### src/rtl/pnr_multi_delay_trigger_if.sv
// Sample/threshold configuration in, trigger, delayed pulses and counters out.
// The trigger block is the slave; the ADC path and control registers drive the master side.
interface pnr_multi_delay_trigger_if #(
    parameter int DW   = 14,
    parameter int CW   = 32,
    parameter int WW   = 16,
    parameter int NOUT = 4
);
    logic signed [DW-1:0]   trig_source_sig;
    logic signed [DW-1:0]   trig_threshold;
    logic [DW-1:0]          trig_hysteresis;
    logic                   trig_is_posedge;
    logic                   trig_enable;
    logic                   trig_single;
    logic                   trig_rearm;
    logic [CW-1:0]          trig_clearance;
    logic [NOUT*CW-1:0]     pnr_delay;
    logic [NOUT*WW-1:0]     pnr_width;
    logic                   trigger;
    logic [NOUT-1:0]        delayed_trigger;
    logic                   busy;
    logic [CW-1:0]          trig_count;
    logic [15:0]            miss_count;

    modport master (
        output trig_source_sig, trig_threshold, trig_hysteresis, trig_is_posedge,
               trig_enable, trig_single, trig_rearm, trig_clearance, pnr_delay, pnr_width,
        input  trigger, delayed_trigger, busy, trig_count, miss_count
    );

    modport slave (
        input  trig_source_sig, trig_threshold, trig_hysteresis, trig_is_posedge,
               trig_enable, trig_single, trig_rearm, trig_clearance, pnr_delay, pnr_width,
        output trigger, delayed_trigger, busy, trig_count, miss_count
    );
endinterface

### src/rtl/pnr_multi_delay_trigger.sv
// Schmitt-trigger edge detector on one ADC channel launching NOUT independently delayed pulses.
// Latency: trigger 2 edges after a qualifying sample; output k rises d_k+2 cycles after the accepted trigger.
// No backpressure: triggers arriving outside IDLE are dropped and counted in miss_count.
module pnr_multi_delay_trigger #(
    parameter int DW   = 14,
    parameter int CW   = 32,
    parameter int WW   = 16,
    parameter int NOUT = 4
) (
    input  logic                      ADC_CLK,
    input  logic                      rstn_i,
    pnr_multi_delay_trigger_if.slave  bus
);
    typedef enum logic [1:0] {
        ST_IDLE = 2'd0,
        ST_BUSY = 2'd1,
        ST_DONE = 2'd2
    } state_t;

    localparam logic signed [DW+1:0] SAT_MAX = $signed({3'b000, {(DW-1){1'b1}}});
    localparam logic signed [DW+1:0] SAT_MIN = $signed({3'b111, {(DW-1){1'b0}}});

    logic signed [DW-1:0] w_smp;
    logic signed [DW-1:0] w_thr;
    logic signed [DW+1:0] w_sum_p;
    logic signed [DW+1:0] w_sum_m;
    logic signed [DW-1:0] w_treshp;
    logic signed [DW-1:0] w_treshm;
    logic signed [DW-1:0] r_treshp;
    logic signed [DW-1:0] r_treshm;
    logic                 r_det_p;
    logic                 r_det_n;
    logic                 r_sel_q;
    logic                 r_trigger;
    logic                 w_sel;

    state_t               r_state;
    state_t               w_state_nxt;
    logic                 w_busy;
    logic                 w_accept;
    logic                 w_miss;
    logic                 w_exit;
    logic [CW-1:0]        r_cnt;
    logic [CW:0]          w_cnt_x;
    logic [CW-1:0]        r_l_clear;
    logic [NOUT*CW-1:0]   r_l_delay;
    logic [NOUT*WW-1:0]   r_l_width;
    logic [NOUT-1:0]      w_hit;
    logic [NOUT-1:0]      w_out_ok;
    logic [NOUT-1:0]      r_dly;
    logic [CW-1:0]        r_trig_cnt;
    logic [15:0]          r_miss_cnt;

    // Two guard bits keep thr+hyst exact for any unsigned hysteresis before clamping.
    assign w_smp    = $signed(bus.trig_source_sig);
    assign w_thr    = $signed(bus.trig_threshold);
    assign w_sum_p  = {{2{w_thr[DW-1]}}, w_thr} + {2'b00, bus.trig_hysteresis};
    assign w_sum_m  = {{2{w_thr[DW-1]}}, w_thr} - {2'b00, bus.trig_hysteresis};
    assign w_treshp = (w_sum_p > SAT_MAX) ? SAT_MAX[DW-1:0] : w_sum_p[DW-1:0];
    assign w_treshm = (w_sum_m < SAT_MIN) ? SAT_MIN[DW-1:0] : w_sum_m[DW-1:0];
    assign w_sel    = bus.trig_is_posedge ? r_det_p : r_det_n;

    always_ff @(posedge ADC_CLK or negedge rstn_i) begin
        if (!rstn_i) begin
            r_treshp  <= '0;
            r_treshm  <= '0;
            r_det_p   <= 1'b0;
            r_det_n   <= 1'b0;
            r_sel_q   <= 1'b0;
            r_trigger <= 1'b0;
        end else begin
            r_treshp <= w_treshp;
            r_treshm <= w_treshm;
            if (w_smp >= w_thr)
                r_det_p <= 1'b1;
            else if (w_smp < r_treshm)
                r_det_p <= 1'b0;
            if (w_smp <= w_thr)
                r_det_n <= 1'b1;
            else if (w_smp > r_treshp)
                r_det_n <= 1'b0;
            r_sel_q   <= w_sel;
            r_trigger <= w_sel & ~r_sel_q;
        end
    end

    assign w_cnt_x = {1'b0, r_cnt};

    // Window ends are one bit wider than the counter so delay+width never wraps.
    for (genvar k = 0; k < NOUT; k++) begin : g_out
        logic [CW:0] w_beg;
        logic [CW:0] w_end;
        assign w_beg       = {1'b0, r_l_delay[k*CW +: CW]};
        assign w_end       = w_beg + {{(CW+1-WW){1'b0}}, r_l_width[k*WW +: WW]};
        assign w_hit[k]    = w_busy && (w_cnt_x >= w_beg) && (w_cnt_x < w_end);
        assign w_out_ok[k] = (r_l_width[k*WW +: WW] == '0) || (w_cnt_x >= w_end);
    end

    assign w_exit = w_busy && (r_cnt >= r_l_clear) && (&w_out_ok);

    always_ff @(posedge ADC_CLK or negedge rstn_i) begin
        if (!rstn_i)
            r_state <= ST_IDLE;
        else
            r_state <= w_state_nxt;
    end

    always_comb begin
        w_state_nxt = r_state;
        case (r_state)
            ST_IDLE: if (w_accept)       w_state_nxt = ST_BUSY;
            ST_BUSY: if (w_exit)         w_state_nxt = bus.trig_single ? ST_DONE : ST_IDLE;
            ST_DONE: if (bus.trig_rearm) w_state_nxt = ST_IDLE;
            default:                     w_state_nxt = ST_IDLE;
        endcase
    end

    always_comb begin
        w_busy   = 1'b0;
        w_accept = 1'b0;
        w_miss   = 1'b0;
        case (r_state)
            ST_IDLE: w_accept = r_trigger & bus.trig_enable;
            ST_BUSY: begin
                w_busy = 1'b1;
                w_miss = r_trigger;
            end
            ST_DONE: w_miss = r_trigger;
            default: ;
        endcase
    end

    always_ff @(posedge ADC_CLK or negedge rstn_i) begin
        if (!rstn_i) begin
            r_cnt      <= '0;
            r_l_clear  <= '0;
            r_l_delay  <= '0;
            r_l_width  <= '0;
            r_dly      <= '0;
            r_trig_cnt <= '0;
            r_miss_cnt <= '0;
        end else begin
            if (w_accept) begin
                r_cnt      <= '0;
                r_l_clear  <= bus.trig_clearance;
                r_l_delay  <= bus.pnr_delay;
                r_l_width  <= bus.pnr_width;
                r_trig_cnt <= r_trig_cnt + CW'(1);
            end else if (w_busy && (r_cnt != '1)) begin
                r_cnt <= r_cnt + CW'(1);
            end
            if (w_miss && (r_miss_cnt != 16'hFFFF))
                r_miss_cnt <= r_miss_cnt + 16'd1;
            r_dly <= w_hit;
        end
    end

    assign bus.trigger         = r_trigger;
    assign bus.delayed_trigger = r_dly;
    assign bus.busy            = w_busy;
    assign bus.trig_count      = r_trig_cnt;
    assign bus.miss_count      = r_miss_cnt;
endmodule

### src/flat_wrapper.sv
// flat-port wrapper written by rule: the top's interface ports become plain ports
module pnr_multi_delay_trigger_flat 
#(
    parameter int DW   = 14,
    parameter int CW   = 32,
    parameter int WW   = 16,
    parameter int NOUT = 4
)
  (ADC_CLK, rstn_i, bus_trig_source_sig, bus_trig_threshold, bus_trig_hysteresis, bus_trig_is_posedge, bus_trig_enable, bus_trig_single, bus_trig_rearm, bus_trig_clearance, bus_pnr_delay, bus_pnr_width, bus_trigger, bus_delayed_trigger, bus_busy, bus_trig_count, bus_miss_count);
  pnr_multi_delay_trigger_if #(.DW(DW), .CW(CW), .WW(WW), .NOUT(NOUT)) bus_i ();
  input  logic ADC_CLK;
  input  logic rstn_i;
  input wire logic [$bits(bus_i.trig_source_sig)-1:0] bus_trig_source_sig;
  input wire logic [$bits(bus_i.trig_threshold)-1:0] bus_trig_threshold;
  input wire logic [$bits(bus_i.trig_hysteresis)-1:0] bus_trig_hysteresis;
  input wire logic [$bits(bus_i.trig_is_posedge)-1:0] bus_trig_is_posedge;
  input wire logic [$bits(bus_i.trig_enable)-1:0] bus_trig_enable;
  input wire logic [$bits(bus_i.trig_single)-1:0] bus_trig_single;
  input wire logic [$bits(bus_i.trig_rearm)-1:0] bus_trig_rearm;
  input wire logic [$bits(bus_i.trig_clearance)-1:0] bus_trig_clearance;
  input wire logic [$bits(bus_i.pnr_delay)-1:0] bus_pnr_delay;
  input wire logic [$bits(bus_i.pnr_width)-1:0] bus_pnr_width;
  output wire logic [$bits(bus_i.trigger)-1:0] bus_trigger;
  output wire logic [$bits(bus_i.delayed_trigger)-1:0] bus_delayed_trigger;
  output wire logic [$bits(bus_i.busy)-1:0] bus_busy;
  output wire logic [$bits(bus_i.trig_count)-1:0] bus_trig_count;
  output wire logic [$bits(bus_i.miss_count)-1:0] bus_miss_count;
  assign bus_i.trig_source_sig = bus_trig_source_sig;
  assign bus_i.trig_threshold = bus_trig_threshold;
  assign bus_i.trig_hysteresis = bus_trig_hysteresis;
  assign bus_i.trig_is_posedge = bus_trig_is_posedge;
  assign bus_i.trig_enable = bus_trig_enable;
  assign bus_i.trig_single = bus_trig_single;
  assign bus_i.trig_rearm = bus_trig_rearm;
  assign bus_i.trig_clearance = bus_trig_clearance;
  assign bus_i.pnr_delay = bus_pnr_delay;
  assign bus_i.pnr_width = bus_pnr_width;
  assign bus_trigger = bus_i.trigger;
  assign bus_delayed_trigger = bus_i.delayed_trigger;
  assign bus_busy = bus_i.busy;
  assign bus_trig_count = bus_i.trig_count;
  assign bus_miss_count = bus_i.miss_count;
  pnr_multi_delay_trigger #(.DW(DW), .CW(CW), .WW(WW), .NOUT(NOUT)) u_core (.ADC_CLK(ADC_CLK), .rstn_i(rstn_i), .bus(bus_i));
endmodule
### config.mk
export PLATFORM = sky130hd
export DESIGN_NAME = pnr_multi_delay_trigger_flat
export DESIGN_NICKNAME = d
export VERILOG_FILES = /design/src/rtl/pnr_multi_delay_trigger_if.sv /design/src/rtl/pnr_multi_delay_trigger.sv /design/src/flat_wrapper.sv
export SDC_FILE = /design/constraint.sdc
export NUM_CORES = 1
export LEC_CHECK = 0
export CAP_MARGIN = 20
export CORE_MARGIN = 5
export CORE_UTILIZATION = 30
export CTS_BUF_LIST = sky130_fd_sc_hd__clkbuf_4 sky130_fd_sc_hd__clkbuf_8
export DETAILED_ROUTE_END_ITERATION = 16
export HOLD_SLACK_MARGIN = 0.12
export PLACE_DENSITY = 0.52
export SYNTH_ARGS = -nofsm -noshare
export SYNTH_HDL_FRONTEND = slang
export SYNTH_SLANG_ARGS = --single-unit
### constraint.sdc
create_clock -name ADC_CLK -period 5.1 [get_ports ADC_CLK]
set_input_delay 1.02 -clock ADC_CLK [delete_from_list [all_inputs] [get_ports ADC_CLK]]
set_output_delay 1.02 -clock ADC_CLK [all_outputs]
set_load 0.05 [all_outputs]
After elaboration in Yosys (flattened, before gate mapping) --
Index checks and enable logic that the tools add are counted.
Storage, ports and cells: flip-flop bits (word level) 342, latch bits 0, RAM bits 0, memory bits (read-only) 0, bits of input ports 272, output and inout bits 54, word-level logic and storage cells 96, memories kept 0
Cells by class: add/sub/neg operators 9, multipliers 0, div/mod/pow operators 0, $lt $le $gt $ge 19, eq/ne operators 7, shift-type cells 0, mux-type cells 17, bitwise gates (word level) 3, reductions and logical operators 27
Operators by type and width (number):
- $ge A32 B32 Y1 | 5
- $add A32 B16 Y33 | 4
- $ge A32 B33 Y1 | 4
- $lt A32 B33 Y1 | 4
- $add A32 B1 Y32 const B | 2
- $logic_not A16 Y1 | 4
- $mux W32 | 2
- $ne A32 B32 Y1 const B | 1
- $mux W14 | 2
- $add A14 B15 Y16 | 1
- $add A16 B1 Y16 const B | 1
- $gt A16 B14 Y1 const B | 1
- $lt A16 B14 Y1 const B | 1
- $ne A16 B16 Y1 const B | 1
- $sub A14 B15 Y16 | 1
- $ge A14 B14 Y1 | 1
- $gt A14 B14 Y1 | 1
- $le A14 B14 Y1 | 1
- $lt A14 B14 Y1 | 1
- $logic_and A1 B1 Y1 | 12
- $mux W1 | 8
- $mux W2 | 4
- $pmux W2 S3 | 1
- $reduce_bool A2 Y1 | 3
- 11 further kinds | 16

Longest topological paths before layout --
word-level depth 7, depth in mapped cells 21, gate-level depth less buffers 21

Worst setup path after synthesis --
No wires, ideal clock.
path kind register -> register, start point register u_core.r_l_width[17], end point register u_core.r_state[0], setup time 0.104 ns, data arrival time 4.459 ns, required time 4.996 ns, setup slack 0.537 ns, cell stages (with the launch flop) 21, path buffers 0, period minus slack after synthesis 4.563 ns, cell sequence dfrtp_1 ha_1 a21o_1 a21o_1 a211oi_1 o31ai_1 a211o_1 a21o_1 a21o_1 a21oi_1 xor2_1 ha_1 nand4_1 nor4_1 a21boi_1 or4_1 a2111oi_0 a31oi_1 o2111ai_2 nor2_1 o311ai_1
On the way: cells in the longest elaborated chain, start to end 7, elaborated cells on any way between the ends 8, those cells by class 1 x add/sub; 1 x order compare; 1 x eq/ne; 5 x reduce/logical
Ends and longest elaborated chain:
- from (decl) | RTL line pnr_multi_delay_trigger.sv:47 | logic [NOUT*WW-1:0] r_l_width;
- from (signal assigned) | RTL line pnr_multi_delay_trigger.sv:147 | r_l_width <= bus.pnr_width;
- $add A32 B16 Y33 | RTL line pnr_multi_delay_trigger.sv:94 | assign w_end = w_beg + {{(CW+1-WW){1'b0}}, r_l_width[k*WW +: WW]};
- $ge A32 B33 Y1 | RTL line pnr_multi_delay_trigger.sv:96 | assign w_out_ok[k] = (r_l_width[k*WW +: WW] == '0) || (w_cnt_x >= w_end);
- $logic_or A1 B1 Y1 (*) | RTL line pnr_multi_delay_trigger.sv:96
- $reduce_and A4 Y1 (*) | RTL line pnr_multi_delay_trigger.sv:99 | assign w_exit = w_busy && (r_cnt >= r_l_clear) && (&w_out_ok);
- $logic_and A1 B1 Y1 (*) | RTL line pnr_multi_delay_trigger.sv:99
- $ne A2 B1 Y1 (no source line) (*)
- $reduce_and A3 Y1 (no source line) (*)
- to (signal assigned) | RTL line pnr_multi_delay_trigger.sv:105 | r_state <= w_state_nxt;
- to (decl) | RTL line pnr_multi_delay_trigger.sv:37 | state_t r_state;
Mark *: on every way between the ends. The rest lies on a longest branch, timed or not. A chain may end at the register's enable or synchronous reset.

Worst setup path after layout --
start point register u_core.r_l_delay[97], end point register u_core.r_state[0]
On the way: cells in the longest elaborated chain, start to end 7
Ends and longest elaborated chain:
- from (decl) | RTL line pnr_multi_delay_trigger.sv:46 | logic [NOUT*CW-1:0] r_l_delay;
- from (signal assigned) | RTL line pnr_multi_delay_trigger.sv:146 | r_l_delay <= bus.pnr_delay;
- $add A32 B16 Y33 | RTL line pnr_multi_delay_trigger.sv:94
- $ge A32 B33 Y1 | RTL line pnr_multi_delay_trigger.sv:96
- $logic_or A1 B1 Y1 | RTL line pnr_multi_delay_trigger.sv:96
- $reduce_and A4 Y1 | RTL line pnr_multi_delay_trigger.sv:99
- $logic_and A1 B1 Y1 | RTL line pnr_multi_delay_trigger.sv:99
- $ne A2 B1 Y1 (no source line)
- $reduce_and A3 Y1 (no source line)
No other way between the ends.

==> run summary <==
Setup WS post-layout -> 0.271 ns
final design utilization -> 37.7%
pin count of the biggest net entering global routing -> 200
reg2reg setup slack -> 0.27 ns
H-tree lvl count -> 3
commonest non-fill, non-tap cell in the layout -> nand2_1
Crit-path slowest cell -> or4_1
RSZ-0062 raised after global routing -> no
Yosys reg bits -> 342
Highest Clock Rate -> 207 MHz
core area -> 85400 sq um
post-synthesis cell area -> 25900 sq um
total grt overflow -> 0
Final ANT Viol Nets -> 0
Cell Area, Placed -> 30700 sq um
CTS tree -> yes
Setup TNS Final -> 0 ns
CP Data Required Time -> 5.65 ns
crit path DAT -> 5.38 ns
Placer Congestion -> 0.876
crit path buf inv count -> 3
worst-path cell chain -> ha_1 -> a21o_1 -> a21o_1 -> a2111oi_1 -> buf_4 -> o21ai_1 -> nand3_1 -> o2111ai_1 -> a31oi_1 -> buf_4 -> nor3_1 -> xnor2_1 -> ha_1 -> nand4_1 -> nor2_1 -> and3_1 -> nand4_1 -> o21ai_0 -> buf_4 -> o2111ai_2 -> or4_1 -> o311ai_1
Clk Latency, worst-skew pair -> 0.65 ns
kind of cell adding the most delay to the critical path -> compound AO/OA/AOI/OAI gates
final setup fails -> 0
Largest stage delay, worst path -> 0.55 ns
Reg-to-Reg Start -> u_core.r_l_delay[97]$_DFFE_PN0P_
startpoint type of the worst setup path -> register
cells taking the most area after synthesis -> dfrtp_1 (33%), ha_1 (21%), nand2_1 (7.3%)
Cells after Synth -> 2990
die area -> 92300 sq um
Initial DRC Count -> 1350
first drt pass iteration count -> 6
All-Layer GR Usage -> 18.2%
Mapped Avg Cell Area -> 8.66 sq um
status -> finished, final reports clean
final hold violation count -> 0
hpwl dp -> 66200 um
Synth area leader -> dfrtp_1
most crowded layer after global routing -> met2
Rows -> 107
die width -> 304 um
M3 GR Usage -> 4.13%
clock skew -> 0.0289 ns
Hold WC Path Type -> primary input to asynchronous set/reset pin
M1 GR Usage -> 24.4%
Die Y-Extent -> 304 um
DR vias/cell -> 4.89
met2 GRT Util -> 28.9%
area delta synth->final -> 24.5%
Max Cap Violations -> 0
max-slew violations -> 0
Pleak -> 15.4 nW
reg2reg end -> u_core.r_state[0]$_DFFE_PN0P_
clk sinks -> 342
sequential area share after synthesis -> 33.1%
critical path endpoint category -> register
Worst-path clk slew -> 0.06 ns
Ports -> 326
CP max FO -> 5
P per Cell Area -> 542 nW/um^2
post-synth net total -> 3696
initial antenna violation count -> 27
IR drop worst, VDD -> 0.000211 V
FF-to-FF path depth -> 22
post-synth top area share -> 33.1%
share of layout cells above drive strength 1 -> 5.70%
Max Root-Sink Buffers -> 3
cts bufs inserted -> 67
Starting Density -> 30.3%
Final period util -> 94.7%
final wirelength -> 85800 um
WL per Instance -> 18.8 um
number of nets in the layout -> 4061
Warnings, synthesis -> 0
IO Port Bufs -> 325
ys flop type -> dfrtp_1
Vias -> 22300
DP Worst Slack -> -0.0231 ns
CTS Hold Bufs -> 0
final instance area -> 32200 sq um
Synth async-reset ratio -> 100%
most frequent CP cell -> buf_4
clk root buf -> clkbuf_8
Crit Path Category -> register to register
Netlist cell types -> 78
most frequent cells in the layout -> nand2_1 (504), ha_1 (428), dfrtp_1 (342)
Post-synth EDFFs -> 0
min cycle time layout -> 4.83 ns
first-pass GRT wire length -> 133000 um
Tightest Pin Transition -> 0.997 ns
vias in the first global route -> 22800
Worst slew margin -> 33.5%
DRC -> 0
area by class of cell:
cell class | instances | area, sq um
tap | 1144 | 1430
clock inverter | 9 | 124
sequential | 342 | 8560
antenna | 14 | 35.0
clock buffer | 106 | 1320
inverter | 254 | 953
timing repair buffer | 361 | 3580
fill | 8918 | 53200
multi-input combinational | 2329 | 16200
power breakdown:
part / internal [mW] / leakage, nW / switching [mW] / total (mW)
Combinational: 4.14 / 10.4 / 5.50 / 9.63
Sequential: 3.72 / 4.29 / 1.08 / 4.80
Clock: 1.78 / 0.769 / 1.27 / 3.04
Total: 9.64 / 15.4 / 7.84 / 17.5
metrics by stage:
stage / power, mW / hold WS (ns) / cells
detailed placement: 14.4 / 0.384 / 4429
finish: 17.5 / 0.365 / 4559
global route: 19.3 / 0.371 / 4549
CTS: 17.6 / 0.352 / 4544
floorplan: 11.5 / 0.378 / 2990
global placement: 14.3 / 0.384 / 4429
logic make-up (layout without fill, tap and decap cells):
kind of cell,after synthesis,count (layout),synth area share (%)
flip-flops,342,342,33.1
multiplexers,2,2,0.0821
AND/OR/NAND/NOR,1042,1042,18.6
other,0,14,0
adder cells (fa/ha/maj),434,434,21.1
XOR/XNOR,210,210,7.10
AO/OA/AOI/OAI,641,641,15.4
buffers and inverters,319,730,4.66
routing by layer:
metal	up-vias	share of wire (%)
met5	-	0.19
met4	22	3.4
met3	163	5.8
met2	489	44
met1	10400	46
li1	11200	-
worst max-delay path by stage:
stage	cells past startpoint	end	slack, ns	from
finish	22	u_core.r_state[0]$_DFFE_PN0P_	0.27	u_core.r_l_delay[97]$_DFFE_PN0P_
floorplan	20	u_core.r_state[0]$_DFFE_PN0P_	0.54	u_core.r_l_width[17]$_DFFE_PN0P_
detailed placement	20	u_core.r_state[0]$_DFFE_PN0P_	-0.02	u_core.r_l_width[17]$_DFFE_PN0P_
global route	21	u_core.r_state[1]$_DFFE_PN0P_	0.005	u_core.r_l_delay[97]$_DFFE_PN0P_
CTS	20	u_core.r_state[1]$_DFFE_PN0P_	0.06	u_core.r_l_width[17]$_DFFE_PN0P_
global placement	20	u_core.r_state[1]$_DFFE_PN0P_	0.06	u_core.r_l_width[17]$_DFFE_PN0P_
synthesized netlist by cell type (9+ instances only):
master	count
dfrtp_1	342
nor3_1	40
a31oi_1	11
a211oi_1	26
inv_2	9
a211o_1	9
nor2_1	138
o21ai_0	214
inv_1	244
o211ai_1	16
nand2b_1	26
ha_1	428
o21a_1	18
xor2_1	58
and4_1	11
or3_1	13
o31ai_1	9
nand3_1	85
o21bai_1	18
nor2b_1	36
nor4_1	36
nand2_1	505
and3_1	36
o21ai_1	23
a21oi_1	141
clkbuf_1	60
a21o_1	90
xnor2_1	152
nand4_1	83
state kept, by name, summed over array words and instances (netlist names):
signal / cells
u_core.r_treshp: 14
u_core.r_state: 2
u_core.r_treshm: 14
u_core.r_det_n: 1
u_core.r_sel_q: 1
u_core.r_l_width: 64
u_core.bus.trigger: 1
u_core.r_cnt: 32
u_core.bus.trig_count: 32
u_core.r_det_p: 1
u_core.bus.delayed_trigger: 4
u_core.r_l_delay: 128
u_core.bus.miss_count: 16
u_core.r_l_clear: 32
worst reg2reg max path, stage by stage (launching register included):
cell       delay [ns]
dfrtp_1          0.40
ha_1             0.28
a21o_1           0.16
a21o_1           0.21
a2111oi_1        0.46
buf_4            0.19
o21ai_1          0.08
nand3_1          0.09
o2111ai_1        0.22
a31oi_1          0.23
buf_4            0.17
nor3_1           0.06
xnor2_1          0.14
ha_1             0.30
nand4_1          0.08
nor2_1           0.14
and3_1           0.26
nand4_1          0.14
o21ai_0          0.19
buf_4            0.16
o2111ai_2        0.14
or4_1            0.55
o311ai_1         0.10
repair_timing:
action / 4_1_cts / 5_1_grt
resized for setup: 1 / 18
setup buffers: 0 / 1
endpoints found under the setup margin: 2 / 2
pin swaps: 0 / 3
No activity file was read; power rests on OpenSTA's default activity.
